$ cat src/rtl/status_flag_unit.sv
// NZCV flag producer: computes condition flags from ALU results, with a small
// save/restore stack for exception entry/return and a direct write path.
module status_flag_unit #(
    parameter int WIDTH       = 32,
    parameter int STACK_DEPTH = 4
) (
    input  logic                         clock,
    input  logic                         reset,
    input  logic [2:0]                   flag_op,
    input  logic [WIDTH-1:0]             alu_operand_a,
    input  logic [WIDTH-1:0]             alu_operand_b,
    input  logic [WIDTH-1:0]             alu_result,
    input  logic                         alu_carry_out,
    input  logic                         shifter_carry,
    input  logic [3:0]                   flag_wdata,
    input  logic                         clear_error,
    output logic                         negative_flag,
    output logic                         zero_flag,
    output logic                         carry_flag,
    output logic                         overflow_flag,
    output logic [$clog2(STACK_DEPTH):0] stack_count,
    output logic                         stack_overflow,
    output logic                         stack_underflow
);

    localparam int AW = $clog2(STACK_DEPTH);
    localparam int CW = AW + 1;
    localparam logic [CW-1:0] FULL_CNT = CW'(STACK_DEPTH);

    typedef enum logic [2:0] {
        OP_HOLD  = 3'd0,
        OP_ADD   = 3'd1,
        OP_SUB   = 3'd2,
        OP_LOGIC = 3'd3,
        OP_SHIFT = 3'd4,
        OP_WRITE = 3'd5,
        OP_PUSH  = 3'd6,
        OP_POP   = 3'd7
    } op_e;

    op_e op;

    logic [3:0]    nzcv_q, nzcv_d;
    logic [CW-1:0] count_q, count_d;
    logic          ovf_q, ovf_d;
    logic          unf_q, unf_d;
    logic [3:0]    stack_q [STACK_DEPTH];

    logic          push_we;
    logic          ovf_set, unf_set;
    logic [AW-1:0] push_idx, pop_idx;
    logic          full, empty;
    logic          a_s, b_s, res_n, res_z;
    logic          add_v, sub_v;
    logic          unused_operand_bits;

    assign op = op_e'(flag_op);

    assign a_s   = alu_operand_a[WIDTH-1];
    assign b_s   = alu_operand_b[WIDTH-1];
    assign res_n = alu_result[WIDTH-1];
    assign res_z = (alu_result == '0);

    // Signed overflow from sign bits only; b is the un-inverted operand.
    assign add_v = (a_s == b_s) & (res_n != a_s);
    assign sub_v = (a_s != b_s) & (res_n != a_s);

    assign unused_operand_bits = ^{alu_operand_a[WIDTH-2:0],
                                   alu_operand_b[WIDTH-2:0]};

    assign full     = (count_q == FULL_CNT);
    assign empty    = (count_q == '0);
    assign push_idx = count_q[AW-1:0];
    assign pop_idx  = AW'(count_q - CW'(1));

    always_comb begin
        nzcv_d  = nzcv_q;
        count_d = count_q;
        push_we = 1'b0;
        ovf_set = 1'b0;
        unf_set = 1'b0;
        unique case (op)
            OP_HOLD: begin
            end
            OP_ADD: begin
                nzcv_d = {res_n, res_z, alu_carry_out, add_v};
            end
            OP_SUB: begin
                nzcv_d = {res_n, res_z, alu_carry_out, sub_v};
            end
            OP_LOGIC: begin
                nzcv_d[3:2] = {res_n, res_z};
            end
            OP_SHIFT: begin
                nzcv_d[3:1] = {res_n, res_z, shifter_carry};
            end
            OP_WRITE: begin
                nzcv_d = flag_wdata;
            end
            OP_PUSH: begin
                if (full) begin
                    ovf_set = 1'b1;
                end else begin
                    push_we = 1'b1;
                    count_d = count_q + CW'(1);
                end
            end
            OP_POP: begin
                if (empty) begin
                    unf_set = 1'b1;
                end else begin
                    nzcv_d  = stack_q[pop_idx];
                    count_d = count_q - CW'(1);
                end
            end
        endcase
        // A new error event in the same cycle as a clear leaves the bit set.
        ovf_d = (ovf_q & ~clear_error) | ovf_set;
        unf_d = (unf_q & ~clear_error) | unf_set;
    end

    always_ff @(posedge clock) begin
        if (reset) begin
            nzcv_q  <= '0;
            count_q <= '0;
            ovf_q   <= 1'b0;
            unf_q   <= 1'b0;
        end else begin
            nzcv_q  <= nzcv_d;
            count_q <= count_d;
            ovf_q   <= ovf_d;
            unf_q   <= unf_d;
        end
    end

    always_ff @(posedge clock) begin
        if (push_we && !reset) begin
            stack_q[push_idx] <= nzcv_q;
        end
    end

    assign negative_flag   = nzcv_q[3];
    assign zero_flag       = nzcv_q[2];
    assign carry_flag      = nzcv_q[1];
    assign overflow_flag   = nzcv_q[0];
    assign stack_count     = count_q;
    assign stack_overflow  = ovf_q;
    assign stack_underflow = unf_q;

endmodule

$ cat config.mk
export PLATFORM = sky130hd
export DESIGN_NAME = status_flag_unit
export DESIGN_NICKNAME = d
export VERILOG_FILES = /design/src/rtl/status_flag_unit.sv
export SDC_FILE = /design/constraint.sdc
export NUM_CORES = 1
export LEC_CHECK = 0
export CAP_MARGIN = 20
export CORE_MARGIN = 2
export CORE_UTILIZATION = 34
export DETAILED_ROUTE_END_ITERATION = 8
export GPL_TIMING_DRIVEN = 0
export PLACE_DENSITY = 0.85
export SETUP_SLACK_MARGIN = 0.1
export SLEW_MARGIN = 20
export SYNTH_ARGS = -nofsm -noshare
export SYNTH_HDL_FRONTEND = slang
export SYNTH_SLANG_ARGS = --single-unit
$ cat constraint.sdc
create_clock -name clock -period 5.8 [get_ports clock]
set_clock_uncertainty 0.05 [all_clocks]
set_input_delay 1.16 -clock clock [delete_from_list [all_inputs] [get_ports clock]]
set_output_delay 1.16 -clock clock [all_outputs]
set_load 0.01 [all_outputs]
# ---- Word level (Yosys, flattened, before mapping)
# Memories as Yosys holds them, arrays and structs flattened.
# Cells that the tools add are included.
dict set report totals {
  mem_bits_rw 16
  input_bits 108
  mem_count 1
  reg_bits 9
}
dict set report op_classes {
  n_addsub 2
  mux 15
  bitwise_logic 7
  n_eq_ne 13
  n_reduce_logical 14
}
# name depth width rd rd_clocked_by_memory_dff wr line_no
set memory_table {}
lappend memory_table {stack_q 4 4 1 0 1 47} ;# logic [3:0] stack_q [STACK_DEPTH];
# op n
set ops {}
lappend ops {{32-bit logical NOT} 1}
lappend ops {{3-bit == test (second input constant)} 5}
lappend ops {{1-bit two-way mux} 8}
lappend ops {{1-bit one-hot mux with 4 select lines} 2}
lappend ops {{4-bit nonzero test} 2}
lappend ops {{3-bit by 2-bit == test with 1-bit output (second input constant)} 2}
lappend ops {{3-bit two-way mux} 2}
lappend ops {{2-bit one-hot mux with 3 select lines} 1}
lappend ops {{3-bit one-hot mux with 2 select lines} 1}
lappend ops {{2-bit AND reduction} 3}
lappend ops {{1-bit AND} 4}
lappend ops {{4-bit two-way mux} 1}
lappend ops {{2-bit inequality test (second input constant)} 2}
lappend ops {{4-bit OR reduction} 1}
lappend ops {{3-bit by 1-bit adder with 3-bit output (second input constant)} 1}
lappend ops {{3-bit by 1-bit == test with 1-bit output (second input constant)} 1}
lappend ops {{3-bit logical NOT} 1}
lappend ops {{3-bit AND reduction} 1}
lappend ops {{3-bit nonzero test} 1}
lappend ops {{3-bit by 1-bit subtractor with 3-bit output (second input constant)} 1}
lappend ops {{1-bit inequality test} 2}
lappend ops {{1-bit OR} 2}
lappend ops {{2-bit nonzero test} 1}
lappend ops {{2-bit OR reduction} 1}
lappend ops {{4 further kinds} 4}

# ---- Logic depth before layout (Yosys ltp)
dict set report logic_depth {
  ltp_word 6
  mapped_depth 7
}

# ---- Worst setup path after synthesis
# No wires, ideal clock.
dict set report synth_path {
  path_kind {input-to-reg}
  startpoint {in flag_op[2]}
  endpoint {mem stack_q[0][0], enable pin}
  path_stages 4
  setup_slack_ns 3.257
  required_ns 5.441
  t_arrival_ns 2.184
  cell_sequence {buf_2 > nand2_1 > a2111oi_0 > and2_1}
}
dict set report synth_via {
  elab_chain_len 5
}
# element line_no
set synth_rtl {}
lappend synth_rtl {{from (decl)} 9} ;# input logic [2:0] flag_op,
lappend synth_rtl {{3-bit == test} 82} ;# unique case (op)
lappend synth_rtl {{1-bit two-way mux} 82}
lappend synth_rtl {{1-bit logical AND} 137} ;# if (push_we && !reset) begin
lappend synth_rtl {{1-bit two-way mux} 137}
lappend synth_rtl {{1-bit two-way mux (implied by the code)} 138} ;# stack_q[push_idx] <= nzcv_q;
lappend synth_rtl {{to (decl)} 47}
# No other way between the ends.

# ---- Worst setup path after layout
dict set report layout_path {
  startpoint {in flag_op[1]}
  endpoint {mem stack_q[2][2], enable pin}
}
# Same word-level chain as after synthesis.

==> flow_summary.yaml <==
pwr:
  power_density_mw_per_mm2: 199
  p_total_mw: 0.402
  leakage_nw: 0.723
  peakVddDrop_uv: 142
critical_path:
  crit_path_cell_trace: "clkdlybuf4s50_1, nand2_1, a2111oi_0, and2_1"
  critical_path_arrival_ps: 3030
  r2r_start: "stack_count[0]"
  critical_path_required_ps: 5730
  path_buf_inv: 1
  start_kind: "input pin"
  crit_type: "input pin to register"
  cp-startpoint: "flag_op[1]"
  critical-path-max-stage-delay_ps: 710
  critical-path-top-delay-family: "compound AO/OA/AOI/OAI gates"
  path_max_fanout: 8
  end_kind: "register"
  slowest_stage: "a2111oi_0"
logic_synthesis:
  postSynthNetCount: 243
  syn_area_mm2: 0.00138
  syn_area_per_cell_um2: 10.6
  syn_inst: 130
  yosys.cell_types.count: 35
  synth.ff_latch_count: 25
  synth_top_area_frac: 0.348
  ys_seq_area_frac: 0.478
  synth-edff-count: 16
  ys_async_sr_fraction: 0
  synth_area_leaders: "edfxtp_1 (35%), dfxtp_1 (13%), ha_1 (4.5%), mux2i_1 (4.3%), mux4_1 (3.8%)"
  synth_ff_type: "edfxtp_1"
  yosysWarningCount: 0
  synth_top_area_cell: "edfxtp_1"
run:
  maxCapViolations: 0
layout:
  fill_cells: 351
  nNetsFinal: 301
  syn2layout_area_growth_pct: 46.5
  drive_gt1_frac: 0.0588
  insertedDiodeCount: 0
  area.sequential_um2: 661
  multi_input_area_um2: 671
drt:
  drt_iter0_drc: 44
  wl_um: 3550
  ant_nets: 0
  firstDrtPassIters: 4
  via_count: 1216
  viasPerCell: 5.13
  drcViolationCount: 0
  wl_per_cell_um: 15.0
clock_network:
  cts_sinks: 25
  clk_path_buf_depth: 2
  postCtsSetupBuffers: 0
  h-tree-depth: 1
  cts_hold_buf: 0
  post_cts_resized: 0
  cts_buffers: 3
  clk_pin_slew_ps: 90
  cts_root_buf: "clkbuf_8"
  tritoncts: "yes"
  clock_insertion_delay_worst_skew_ps: 280
global_routing:
  grt.overflow.total: 0
  grt_pass1_wl_um: 5500
  grt_pass1_vias: 1196
  antenna_found_initial: 0
  track_usage: 0.163
  grt_max_degree: 16
floorplan:
  die_x_um: 67.7
  dieHeight_um: 67.7
  initial_core_util: 0.350
  io_pins: 117
  die-area_mm2: 0.00459
  core_mm2: 0.00394
  num_rows: 23
hold_path:
  holdCritStartpoint: "stack_underflow"
  hp-class: "register to register"
sta:
  tightestPinTransition_ps: 780
  fin_crit_ps: 3100
  finalSetupTns_ps: 0
  slew_viol_final: 0
  max_freq_mhz: 323
  post-route-period-util: 0.534
  setup_viol: 0
  rsz0062_at_grt: "false"
  relSlewSlack: 0.466
  final-hold-violation-count: 0
placed_design:
  gp_congestion: 0.810
  hpwl_um: 2750
  port_buffers: 53
outcome:
  status: "finished, final reports clean"
[worst reg2reg max path, stage by stage (launching register included)]
cell and delay, ps:
dfxtp_1 520, inv_1 210, ha_1 300, a2111oi_0 750
and2_1 350
[state kept, by name, indices dropped and copies added (netlist names)]
signal and flops:
stack_count 3, stack_q 16, stack_overflow 1, stack_underflow 1
nzcv_q 4
[kinds of logic (layout without fill, tap and decap cells)]
kind of cell / Yosys count / in the layout / share of synthesized area
simple gates: 46 / 46 / 0.188
compound gates: 30 / 30 / 0.143
flops: 25 / 25 / 0.478
buf+inv: 12 / 69 / 0.0362
mux: 9 / 9 / 0.0897
fa+ha+maj: 5 / 5 / 0.0453
xor+xnor: 3 / 3 / 0.0190
[cells in the mapped netlist (2+ instances only)]
master / n
or4_1: 2
nor4_1: 8
buf_2: 4
nor2_1: 9
and2_1: 5
mux4_1: 2
edfxtp_1: 16
o22ai_1: 3
ha_1: 5
nand2_1: 4
dfxtp_1: 9
nor2b_1: 5
xnor2_1: 2
a2111oi_0: 3
or3_1: 2
inv_1: 7
nand2b_1: 4
a21o_1: 2
a211oi_1: 4
a21oi_1: 6
nand3_1: 2
mux2i_1: 6
o21ai_0: 8
[placed cells by master (no fill, tap or decap), types with 2 or more instances in the layout]
cell              n
nand3_1           2
a21oi_1           6
ha_1              5
nand2b_1          4
buf_2             4
nor2_1            9
and2_1            5
or3_1             2
nand2_1           4
mux2i_1           6
mux4_1            2
dfxtp_1           9
a21o_1            2
edfxtp_1         16
clkdlybuf4s50_1  53
inv_1             7
o22ai_1           3
o21ai_0           8
a211oi_1          4
or4_1             2
xnor2_1           2
nor4_1            8
clkbuf_8          3
a2111oi_0         3
nor2b_1           5
[routing by layer]
metal / track usage / vias to the layer above / wire, um
met1: 0.207 / 553 / 1560
li1: - / 608 / -
met4: 0.0612 / 0 / 51
met3: 0.0367 / 5 / 383
met2: 0.270 / 50 / 1560
met5: 0 / - / 0
[power breakdown]
group	switching, mW	internal (mW)	leakage [nW]
sequential	0.00684	0.195	0.222
clock	0.0615	0.0490	0.0217
combinational	0.0359	0.0536	0.479
[cell type report]
| type | instances | share of cell area |
|---|---|---|
| multi-input combinational | 93 | 0.331 |
| sequential | 25 | 0.327 |
| timing repair buffer | 53 | 0.262 |
| tap | 50 | 0.0309 |
| clock buffer | 3 | 0.0204 |
| inverter | 7 | 0.0130 |
| buffer | 5 | 0.0118 |
| clock inverter | 1 | 0.00371 |
[final timing paths]
| path | endpoint | slack [ps] | depth (start not counted) |
|---|---|---|---|
| min | stack_underflow | 450 | 2 |
| max reg2reg | stack_q[2][2] | 3310 | 4 |
| min reg2reg | stack_underflow | 450 | 2 |
| max | stack_q[2][2] | 2700 | 4 |
[through the flow]
| step | cells | hold WS, ps | utilization | cell area (um^2) | setup slack (ps) |
|---|---|---|---|---|---|
| 2_1_floorplan | 130 | 463 | - | 1380 | 3260 |
| 3_3_place_gp | 233 | 432 | 0.501 | 1970 | 2450 |
| 3_5_place_dp | 233 | 433 | 0.501 | 1970 | 2410 |
| 4_1_cts | 237 | 458 | 0.513 | 2020 | 2710 |
| 5_1_grt | 237 | 487 | 0.513 | 2020 | 2470 |
| 6_report | 237 | 454 | 0.513 | 2020 | 2700 |
(Power assumes the default switching activity.)
